**src/rtl/fetch_stage.sv**
```systemverilog
// ---------------------------------------------------------------------------
// fetch_stage: instruction-fetch stage of the 5-stage MIPS pipeline.
//   Keeps the fetch PC, issues word reads to a synchronous instruction ROM
//   (1-cycle latency) and buffers returned words in a QDEPTH-entry queue so
//   decode can stall without losing fetches. A redirect from decode flushes
//   the queue, drops the wrong-path response and fetches the target at once.
// Ports:
//   clk, rst          clock / asynchronous active-high reset
//   i_IF_stall        decode pause; queue head is held
//   i_IF_redirect     branch/jump taken in decode this cycle
//   i_IF_target       redirect address (bits [1:0] ignored)
//   o_IF_imemReq      ROM read request this cycle
//   o_IF_imemAddr     ROM word address
//   i_IF_imemRData    ROM data, valid one cycle after the request
//   o_IF_valid        queue head holds a valid instruction
//   o_IF_pc/o_IF_inst PC and instruction word of the queue head
// ---------------------------------------------------------------------------
module fetch_stage #(
    parameter logic [31:0] RESET_PC = 32'h0000_0000,
    parameter int          QDEPTH   = 2
) (
    input  logic        clk,
    input  logic        rst,
    input  logic        i_IF_stall,
    input  logic        i_IF_redirect,
    input  logic [31:0] i_IF_target,
    output logic        o_IF_imemReq,
    output logic [31:0] o_IF_imemAddr,
    input  logic [31:0] i_IF_imemRData,
    output logic        o_IF_valid,
    output logic [31:0] o_IF_pc,
    output logic [31:0] o_IF_inst
);

    localparam int PW = (QDEPTH > 1) ? $clog2(QDEPTH) : 1;
    localparam int CW = PW + 1;
    localparam logic [CW:0] QDEPTH_W = (CW + 1)'(QDEPTH);

    logic [31:0]   fetch_pc_q, fetch_pc_d;
    logic          inflight_q, inflight_d;
    logic [31:0]   inflight_pc_q, inflight_pc_d;
    logic [CW-1:0] count_q, count_d;
    logic [PW-1:0] rd_ptr_q, rd_ptr_d;
    logic [PW-1:0] wr_ptr_q, wr_ptr_d;
    logic [31:0]   pc_mem_q   [QDEPTH];
    logic [31:0]   inst_mem_q [QDEPTH];

    logic          valid_s;
    logic          deq_s;
    logic          enq_s;
    logic          issue_s;
    logic [31:0]   tgt_s;
    logic [CW:0]   occ_s;
    logic [CW:0]   lim_s;
    logic          tgt_unused_s;

    // Only the word address of a redirect target matters.
    assign tgt_unused_s = ^i_IF_target[1:0];

    // Handshake decode, issue decision and next-state computation.
    always_comb begin
        valid_s       = (count_q != {CW{1'b0}});
        deq_s         = valid_s & ~i_IF_stall & ~i_IF_redirect;
        enq_s         = inflight_q & ~i_IF_redirect;
        tgt_s         = {i_IF_target[31:2], 2'b00};
        // Space test rearranged as count+inflight < QDEPTH+deq to stay unsigned.
        occ_s         = {1'b0, count_q} + (CW + 1)'(inflight_q);
        lim_s         = QDEPTH_W + (CW + 1)'(deq_s);
        issue_s       = ~rst & (i_IF_redirect | (occ_s < lim_s));
        fetch_pc_d    = fetch_pc_q;
        inflight_d    = 1'b0;
        inflight_pc_d = inflight_pc_q;
        count_d       = count_q;
        rd_ptr_d      = rd_ptr_q;
        wr_ptr_d      = wr_ptr_q;
        if (i_IF_redirect) begin
            // Flush everything; the target is fetched this very cycle.
            fetch_pc_d    = tgt_s + 32'd4;
            inflight_d    = 1'b1;
            inflight_pc_d = tgt_s;
            count_d       = {CW{1'b0}};
            rd_ptr_d      = {PW{1'b0}};
            wr_ptr_d      = {PW{1'b0}};
        end else begin
            count_d  = count_q + CW'(enq_s) - CW'(deq_s);
            rd_ptr_d = rd_ptr_q + PW'(deq_s);
            wr_ptr_d = wr_ptr_q + PW'(enq_s);
            if (issue_s) begin
                fetch_pc_d    = fetch_pc_q + 32'd4;
                inflight_d    = 1'b1;
                inflight_pc_d = fetch_pc_q;
            end else begin
                fetch_pc_d    = fetch_pc_q;
                inflight_d    = 1'b0;
                inflight_pc_d = inflight_pc_q;
            end
        end
    end

    // State registers and queue storage.
    always_ff @(posedge clk or posedge rst) begin
        if (rst) begin
            fetch_pc_q    <= RESET_PC;
            inflight_q    <= 1'b0;
            inflight_pc_q <= 32'h0000_0000;
            count_q       <= {CW{1'b0}};
            rd_ptr_q      <= {PW{1'b0}};
            wr_ptr_q      <= {PW{1'b0}};
            for (int i = 0; i < QDEPTH; i++) begin
                pc_mem_q[i]   <= 32'h0000_0000;
                inst_mem_q[i] <= 32'h0000_0000;
            end
        end else begin
            fetch_pc_q    <= fetch_pc_d;
            inflight_q    <= inflight_d;
            inflight_pc_q <= inflight_pc_d;
            count_q       <= count_d;
            rd_ptr_q      <= rd_ptr_d;
            wr_ptr_q      <= wr_ptr_d;
            if (enq_s) begin
                pc_mem_q[wr_ptr_q]   <= inflight_pc_q;
                inst_mem_q[wr_ptr_q] <= i_IF_imemRData;
            end else begin
                pc_mem_q[wr_ptr_q]   <= pc_mem_q[wr_ptr_q];
                inst_mem_q[wr_ptr_q] <= inst_mem_q[wr_ptr_q];
            end
        end
    end

    // Request address bypasses the redirect target combinationally.
    assign o_IF_imemReq  = issue_s;
    assign o_IF_imemAddr = i_IF_redirect ? tgt_s : fetch_pc_q;
    assign o_IF_valid    = valid_s;
    assign o_IF_pc       = valid_s ? pc_mem_q[rd_ptr_q]   : 32'h0000_0000;
    assign o_IF_inst     = valid_s ? inst_mem_q[rd_ptr_q] : 32'h0000_0000;

endmodule

```
**config.mk**
```make
export PLATFORM = sky130hd
export DESIGN_NAME = fetch_stage
export DESIGN_NICKNAME = d
export VERILOG_FILES = /design/src/rtl/fetch_stage.sv
export SDC_FILE = /design/constraint.sdc
export NUM_CORES = 1
export LEC_CHECK = 0
export BUFFER_PORTS_ARGS = -buffer_cell sky130_fd_sc_hd__clkbuf_2
export CAP_MARGIN = 20
export CORE_MARGIN = 2
export CORE_UTILIZATION = 60
export CTS_CLUSTER_DIAMETER = 150
export DETAILED_ROUTE_END_ITERATION = 12
export HOLD_SLACK_MARGIN = 0.05
export PLACE_DENSITY = 0.85
export SLEW_MARGIN = 20
export SYNTH_ARGS = -nofsm -noshare
export SYNTH_HDL_FRONTEND = slang
export SYNTH_SLANG_ARGS = --single-unit
```
**constraint.sdc**
```tcl
create_clock -name clk -period 17.1 [get_ports clk]
set_input_delay 2.565 -clock clk [delete_from_list [all_inputs] [get_ports clk]]
set_output_delay 2.565 -clock clk [all_outputs]
set_load 0.02 [all_outputs]
```
==> flow_summary.json <==
{
  "routabilityCongestion": 0.860,
  "status": "finished, final reports clean",
  "port_buffers": 161,
  "dp.cells": 1131,
  "final_common_cell": "dfrtp_1",
  "period_needed_ns": 6.83,
  "grt_max_degree": 116,
  "drt-wirelength-per-cell_um": 17.8,
  "whs_path_depth": 1,
  "n_antenna_cell": 0,
  "reg2reg_to": "fetch_pc_q[24]",
  "die_x_um": 129,
  "min_to": "pc_mem_q[0]",
  "netlist_area_um2": 9320,
  "grt-ovfl-total": 0,
  "cp_slowest_stage_delay_ns": 0.66,
  "worst_clock_skew_ns": 0.00741,
  "hpwl_um": 13700,
  "cp_slowest_cell": "mux2i_1",
  "rsz0062_at_grt": "no",
  "crit-reg2reg-launch": "count_q[0]",
  "path_cells": "clkbuf_2 -> buf_4 -> mux2i_1 -> inv_1 -> clkbuf_2",
  "slew_headroom_pct": 29.8,
  "h-tree-depth": 4,
  "synthFlopType": "dfrtp_1",
  "dp_slack_ns": 10.34,
  "clk_path_buf_depth": 2,
  "hold_buffers": 0,
  "setup_viol": 0,
  "drcViolationCount": 0,
  "rrSetupSlack_ns": 13.84,
  "grt_pass1_wl_um": 33500,
  "post-cts-setup-buffer-count": 0,
  "clkTransAtPathRegs_ns": 0.07,
  "antenna_found_initial": 0,
  "crit_required_ns": 14.53,
  "hp-start": "pc_mem_q[0]",
  "synth_edf_count": 0,
  "cts_root_buf": "clkbuf_16",
  "worstMarginPinSlew_ns": 1.05,
  "grt_usage_pct": 25.8,
  "max_cap_viol_count": 0,
  "dieHeight_um": 129,
  "synth_cell_type_count": 44,
  "syn-instance-count": 821,
  "cts_tree": "built",
  "utilization_pct": 71.6,
  "cts_buffers": 17,
  "critPathLaunchType": "input port",
  "grt_pass1_vias": 6755,
  "crit_type": "input port to primary output",
  "io_pins": 166,
  "synth-seq-cells": 193,
  "critPathArrivalTime_ns": 4.27,
  "core_um2": 15200,
  "yosys_warnings": 0,
  "vias": 6825,
  "final_cell_mix": "dfrtp_1 (192), clkbuf_2 (161), mux2_2 (133)",
  "drt-vias-per-instance": 5.87,
  "slew_viol_final": 0,
  "wirelength_um": 20700,
  "cts.sinks": 193,
  "ant_nets": 0,
  "tns_ns": 0,
  "layout.cells.non_filler": 1163,
  "crit_path_max_fanout": 71,
  "layout_setup_ws_ns": 10.27,
  "worstSkewPairLatency_ns": 0.43,
  "cts_resized": 0,
  "rows": 45,
  "hp-class": "register to register",
  "cpMostUsedCell": "clkbuf_2",
  "syn2layout_area_growth_pct": 16.8,
  "fmax_ghz": 0.146,
  "start_util_pct": 61.3,
  "finalHoldViolCount": 0,
  "fin_nets": 1035,
  "cellPowerDensity_nw_per_um2": 183,
  "drive_gt1_share_pct": 35.3,
  "dr.pass1.iters": 5,
  "rr_worst_depth": 10,
  "die-area_um2": 16500,
  "async_flop_share_pct": 100,
  "avgSynthCellArea_um2": 11.4,
  "ir_drop_v": 0.000115,
  "crit_path_end_kind": "primary output",
  "p_leak_uw": 0.00497,
  "initialDrtViolationCount": 381,
  "finalCritPeriodShare_pct": 40.0,
  "synth_seq_area_share_pct": 51.8
}
-- kinds of logic after synthesis --
logic type,Yosys count,synth area share [%]
muxes,225,26.0
and+or+nand+nor,222,10.9
DFF,193,51.8
AOI/OAI and AO/OA,79,5.36
buffers and inverters,77,3.44
xor gates and xnor gates,19,1.79
adders and majority gates,5,0.671
other,1,0.0402
-- stage by stage --
stage / hold slack (ns) / power, uW / cell area, um2
floorplan: 0.448 / 1350 / 9320
global placement: 0.467 / 1540 / 10300
detailed placement: 0.475 / 1570 / 10300
CTS: 0.496 / 2000 / 10900
global route: 0.518 / 2110 / 10900
finish: 0.496 / 1990 / 10900
-- per-layer routing --
layer	up-vias	part of all wire, %	global-route usage [%]
met4	0	1.5	6.27
met5	-	0	0
met2	246	50	45.0
met3	25	6.2	5.99
li1	3145	-	-
met1	3409	42	33.0
-- cell usage after synthesis, drive strengths merged, types with 10 or more instances --
cell,number,area [um2]
nor2,127,477
buf,23,118
clkbuf,27,101
dfrtp,193,4830
xnor2,17,149
nand4,13,87.6
mux2,135,1520
nand3,17,85.1
inv,27,101
mux2i,90,901
nand2,28,105
a21oi,41,205
nand3b,10,75.1
-- worst max path at each step --
| stage | depth (start not counted) | startpoint | slack [ns] | to |
|---|---|---|---|---|
| floorplan | 1 | rst | 9.28 | count_q[0] |
| global placement | 5 | i_IF_redirect | 10.35 | o_IF_imemAddr[16] |
| detailed placement | 5 | i_IF_redirect | 10.34 | o_IF_imemAddr[23] |
| CTS | 5 | i_IF_redirect | 10.30 | o_IF_imemAddr[23] |
| global route | 5 | i_IF_redirect | 10.19 | o_IF_imemAddr[23] |
| finish | 5 | i_IF_redirect | 10.27 | o_IF_imemAddr[17] |
-- critical path: cells and delay by family --
kind / cells / cell delay (ns)
buffers and inverters: 4 / 0.97
muxes: 1 / 0.66
-- power breakdown --
group	switching [uW]	leakage, uW	internal, uW
clock network	179	0.000309	242
logic	430	0.00241	334
registers	138	0.00225	666
-- flip-flops by register name, indices dropped and copies added (netlist names) --
signal and count:
count_q 2, fetch_pc_q 30, inflight_pc_q 30, inflight_q 1, inst_mem_q 64, pc_mem_q 64
rd_ptr_q 1, wr_ptr_q 1
-- cell type report --
| cell class | instances | area, um2 |
|---|---|---|
| sequential | 193 | 4830 |
| fill | 1118 | 4320 |
| multi-input combinational | 552 | 4200 |
| timing repair buffer | 171 | 881 |
| clock buffer | 20 | 457 |
| tap | 188 | 235 |
| clock inverter | 12 | 170 |
| inverter | 27 | 109 |
(Power assumes the default switching activity.)
